<file path="src/rtl/go_finish_initiator.sv">
// Initiator side of the go/finish job handshake: launches a batch of jobs to a
// worker, waits for each finish, spaces jobs by a fixed gap, reports completion.
module go_finish_initiator #(
  parameter int CNT_W          = 4,
  parameter int TIMEOUT_CYCLES = 32,
  parameter int GAP_CYCLES     = 2
) (
  input  logic             clk,
  input  logic             rst_n,
  input  logic             start,
  input  logic [CNT_W-1:0] num_jobs,
  input  logic             finish,
  output logic             go,
  output logic             busy,
  output logic             done,
  output logic             timeout_err,
  output logic [CNT_W-1:0] jobs_done,
  output logic [1:0]       state
);

  typedef enum logic [1:0] {
    IDLE  = 2'd0,
    ISSUE = 2'd1,
    WAIT  = 2'd2,
    GAP   = 2'd3
  } state_t;

  localparam int TMR_W = (TIMEOUT_CYCLES > 2) ? $clog2(TIMEOUT_CYCLES) : 1;
  localparam int GAP_W = $clog2(GAP_CYCLES + 2);

  state_t             st;
  logic [CNT_W-1:0]   target;
  logic [TMR_W-1:0]   timer;
  logic [GAP_W-1:0]   gap_cnt;
  logic [CNT_W-1:0]   next_count;

  assign next_count = jobs_done + CNT_W'(1);
  assign state      = st;

  // NOTE: state and outputs use non-blocking assignments only, so every branch
  // below reads the values from before the clock edge.
  always_ff @(posedge clk) begin
    if (!rst_n) begin
      // NOTE: every register, internal counters included, is reset so a
      // mid-batch reset leaves no stale job state behind.
      st          <= IDLE;
      go          <= 1'b0;
      busy        <= 1'b0;
      done        <= 1'b0;
      timeout_err <= 1'b0;
      jobs_done   <= '0;
      target      <= '0;
      timer       <= '0;
      gap_cnt     <= '0;
    end else begin
      done <= 1'b0;
      go   <= 1'b0;
      case (st)
        IDLE: begin
          if (start) begin
            if (num_jobs != '0) begin
              target      <= num_jobs;
              jobs_done   <= '0;
              timeout_err <= 1'b0;
              st          <= ISSUE;
              go          <= 1'b1;
              busy        <= 1'b1;
            end else begin
              done      <= 1'b1;
              jobs_done <= '0;
            end
          end
        end

        ISSUE: begin
          timer <= '0;
          st    <= WAIT;
        end

        WAIT: begin
          // A finish in the last allowed cycle beats the timeout.
          if (finish) begin
            jobs_done <= next_count;
            if (next_count == target) begin
              st   <= IDLE;
              busy <= 1'b0;
              done <= 1'b1;
            end else if (GAP_CYCLES == 0) begin
              st <= ISSUE;
              go <= 1'b1;
            end else begin
              st      <= GAP;
              gap_cnt <= '0;
            end
          end else if (timer == TMR_W'(TIMEOUT_CYCLES - 1)) begin
            timeout_err <= 1'b1;
            st          <= IDLE;
            busy        <= 1'b0;
          end else begin
            timer <= timer + TMR_W'(1);
          end
        end

        GAP: begin
          // Held GAP_CYCLES+1 cycles: go period is 3+GAP_CYCLES when the
          // worker finishes in its first WAIT cycle.
          if (gap_cnt == GAP_W'(GAP_CYCLES)) begin
            st <= ISSUE;
            go <= 1'b1;
          end else begin
            gap_cnt <= gap_cnt + GAP_W'(1);
          end
        end

        default: begin
          st   <= IDLE;
          busy <= 1'b0;
        end
      endcase
    end
  end

endmodule

</file>
<file path="config.mk">
export PLATFORM = sky130hd
export DESIGN_NAME = go_finish_initiator
export DESIGN_NICKNAME = d
export VERILOG_FILES = /design/src/rtl/go_finish_initiator.sv
export SDC_FILE = /design/constraint.sdc
export NUM_CORES = 1
export LEC_CHECK = 0
export CAP_MARGIN = 20
export CELL_PAD_IN_SITES_DETAIL_PLACEMENT = 1
export CELL_PAD_IN_SITES_GLOBAL_PLACEMENT = 1
export CORE_MARGIN = 4
export CORE_UTILIZATION = 30
export CTS_CLUSTER_SIZE = 14
export DETAILED_ROUTE_END_ITERATION = 8
export GPL_TIMING_DRIVEN = 1
export PLACE_DENSITY_LB_ADDON = 0.2
export SYNTH_ARGS = -nofsm -noshare
export SYNTH_HDL_FRONTEND = slang
export SYNTH_SLANG_ARGS = --single-unit
</file>
<file path="constraint.sdc">
create_clock -name clk -period 1.5 [get_ports clk]
set_input_delay 0.3 -clock clk [delete_from_list [all_inputs] [get_ports clk]]
set_output_delay 0.3 -clock clk [all_outputs]
set_load 0.005 [all_outputs]
</file>
==> impl_results.md <==
- RSZ-0062 raised after global routing: true
- Cell variety after synth: 33
- Post-synthesis mux area share: 3.493%
- Tot Pwr: 0.001606 W
- Worst EP required: 1.66 ns
- Worst-path clk slew: 0.08 ns
- Reg area: 436.7 µm²
- Int Power: 0.001106 W
- Sw frac: 31.15%
- Final Setup Violations: 6
- Synth async-reset ratio: 0%
- Post-synthesis simple-gate area fraction: 25.44%
- Top achievable clock speed: 0.6178 GHz
- Fill count: 440
- Slew HR: 78.61%
- Hpwl dp: 2596 µm
- Clock Sinks: 21
- Post-synthesis xor/xnor area fraction: 6.659%
- Worst setup path startpoint: num_jobs[0]
- DR pass1 iterations: 3
- Routed vias/inst: 4.879
- Port-buffer cells: 17
- Post-CTS Hold Buffers: 0
- Critical path endpoint: state[1]
- Failing checks: setup timing
- Largest net degree at the start of global routing: 13
- End-of-flow core utilization: 51.12%
- Root buffer selected by CTS: clkbuf_8
- Register-to-register setup slack: -0.09 ns
- Yosys warns: 0
- Count leader, synth: dfxtp_1
- Initial antenna violation count: 0
- Syn Nets: 146
- First-pass GRT wire length: 5789 µm
- Area grow syn2layout: 64.52%
- Die height: 69.81 µm
- Worst Hold Class: primary input to flip-flop
- Maximum capacitance violations: 0
- Area occupied by multi-input gates: 877.1 µm²
- Area leader, netlist: dfxtp_1
- Buf/Inv on CP: 1
- Skew-Pair Late Insertion Delay: 0.26 ns
- Remaining Overflow, GRT: 0
- VDD IR max: 0.0004637 V
- Critical Path Sink Type: flip-flop
- Htree depth: 1
- CP arrival: 1.78 ns
- Comb power frac: 37.7%
- RR Endpoint: state[1]
- Reg2reg start: timer[0]
- Power per Cell Area: 852.0 nW/µm²
- GRT Util Overall: 14.62%
- Core area: 3689 µm²
- Crit-path cells: clkdlybuf4s15_2 > or4_4 > a21o_1 > and3_4 > mux2i_1 > a41o_2
- Sequential Power Share: 39.0%
- Final Skew: 0.001028 ns
- Slowest stage cell, crit path: or4_4
- Syn Area/Cell: 8.816 µm²
- Reg2Reg Depth: 8
- Adder-cell area share of the yosys netlist: 8.734%
- Cell count after synthesis: 130
- Row count: 22
- Maximum fanout along the worst path: 4
- Sequential fraction of the synthesis area: 36.68%
- CP peak stage delay: 0.53 ns
- Final worst slack: -0.1185 ns
- Drt drc: 0
- Top cells by area, synth: dfxtp_1, ha_1, nand2_1, a21boi_0, nand3_1
- CP top delay family: simple AND/OR/NAND/NOR gates
- Post-synth top area share: 36.68%
- Vias post-DR: 1,127
- Antenna viol nets, final: 0
- Die W: 69.81 µm
- Wire per inst: 15.22 µm
- Share of cells above drive strength 1: 44.81%
- Crit share post-route: 107.9%
- Most frequent cells after synthesis: dfxtp_1, nand2_1, nand3_1
- Status: finished, violations left
- Leak: 0.7999 nW
- Largest family of logic cells by synthesized area: simple AND/OR/NAND/NOR gates
- Ys flop type: dfxtp_1
- Measured slew at the worst slew-check pin: 0.3186 ns
- Fin nets: 200
- Post-synthesis cell area: 1146 µm²
- WL final: 3515 µm
- CTS tree: yes
- GPL Wtd Cong: 0.7824
- Fin crit period: 1.619 ns
- Type of origin of the critical path: primary input
- Clock Power Share: 23.3%
- Final Hold Violating Endpoints: 0
- EDFF count, synth: 0
- WS Path Type: primary input to flip-flop
- # diodes: 0
- First DRT Iteration DRCs: 37
- Critical Path Stages: 6
- P_sw: 0.0005005 W
- Max Buffers Root-to-Sink: 2
- Synth Area in Compound Gates: 16.05%
- Pins Over Slew Limit: 0
- I/O pin total: 18
- Full die area: 4873 µm²
- Synthesis-stage register bit count: 21
- Vias in the first global route: 1,271
- Starting Density: 31.07%
- CTS Buf Count: 3
-- cell families (layout without fill, tap and decap cells) --
family                   after synthesis  after routing
AO/OA/AOI/OAI                         25             25
adder cells (fa/ha/maj)                8              8
multiplexers                           4              4
XOR/XNOR                               7              7
AND/OR/NAND/NOR                       56             56
flip-flops                            21             21
buffers and inverters                  9             62
-- worst min-delay path by stage --
stage                     start          to  slack, ns  cells past startpoint
CTS                 num_jobs[2]   target[2]       0.31                      3
floorplan                 rst_n          go       0.43                      2
detailed placement   gap_cnt[1]  gap_cnt[1]       0.47                      2
global route        num_jobs[2]   target[2]       0.31                      3
finish              num_jobs[2]   target[2]       0.31                      3
global placement     gap_cnt[0]  gap_cnt[0]       0.44                      2
-- tightest hold or removal path, delay by kind of cell --
| kind | cells | cell delay, ns |
|---|---|---|
| AO/OA/AOI/OAI | 1 | 0.07 |
| buffers and inverters | 1 | 0.11 |
| AND/OR/NAND/NOR | 1 | 0.05 |
-- layout make-up --
cell class                      instances  share of cell area (%)
Multi-Input combinational cell        100                   46.52
Clock buffer                            3                   2.190
Clock inverter                          1                  0.2654
Timing Repair Buffer                   52                   23.36
Inverter                                6                   1.327
Tap cell                               48                   3.185
Sequential cell                        21                   23.16
-- stage by stage --
| stage | setup WS, ns | setup TNS (ns) | instance area (µm²) | hold slack, ns | std cells |
|---|---|---|---|---|---|
| after floorplan | -0.09500 | -0.1260 | 1169 | 0.4293 | 130 |
| final | -0.1185 | -0.3477 | 1886 | 0.3084 | 231 |
| after CTS | -0.08611 | -0.4203 | 1737 | 0.3094 | 228 |
| after global placement | -0.5560 | -5.788 | 1619 | 0.4445 | 223 |
| after detailed placement | -0.6033 | -6.750 | 1619 | 0.4714 | 223 |
| after global routing | -0.1399 | -0.7595 | 1886 | 0.3093 | 231 |
-- per-layer routing --
| layer | part of all wire, % | track usage (%) | up-vias |
|---|---|---|---|
| li1 | - | - | 557 |
| met1 | 43 | 17.43 | 551 |
| met2 | 54 | 26.65 | 14 |
| met3 | 1.8 | 2.174 | 5 |
| met4 | 1.3 | 4.468 | 0 |
| met5 | 0 | 0 | - |
-- placed cells by master, fill, tap and decap left out, types with 2 or more instances in the layout --
cell type and n:
dfxtp_4 2, nand2b_4 3, a21oi_2 2, dfxtp_2 7
a22oi_1 2, nand2b_1 4, and3_4 2, a21boi_0 3
dlymetal6s2s_1 2, nor2_1 4, ha_1 3, clkdlybuf4s50_1 8
a21boi_1 3, nand2_1 18, nand3b_1 2, dlygate4sd2_1 4
o21ai_1 2, o221a_2 2, mux2i_1 4, inv_1 4
clkbuf_8 3, dfxtp_1 12, o22ai_2 2, nor2b_1 5
xor2_1 2, buf_4 32, ha_4 5, buf_6 3
nand3_2 4, xnor2_1 2, nand3_1 5, and2_1 2
-- registers in the layout (all words and copies together), names as in the netlist --
register     cells
timer            5
go               1
busy             1
jobs_done        4
state            2
timeout_err      1
target           4
gap_cnt          2
done             1
-- power by group through the flow --
stage	clock network (W)	logic, W	registers, W
after detailed placement	0	0.000492	0.000632
after global placement	0	0.000471	0.000632
after global routing	0.000419	0.000654	0.000633
after CTS	0.000386	0.000518	0.000621
after floorplan	0	0.000229	0.000636
final	0.000374	0.000606	0.000627
-- timing repair --
item                                    4_1_cts  5_1_grt
pin swaps                                     4       14
endpoints found under the setup margin       23       19
setup buffers                                 1        3
cloned                                        0        0
resized for setup                            32       31
(Power assumes the default switching activity.)
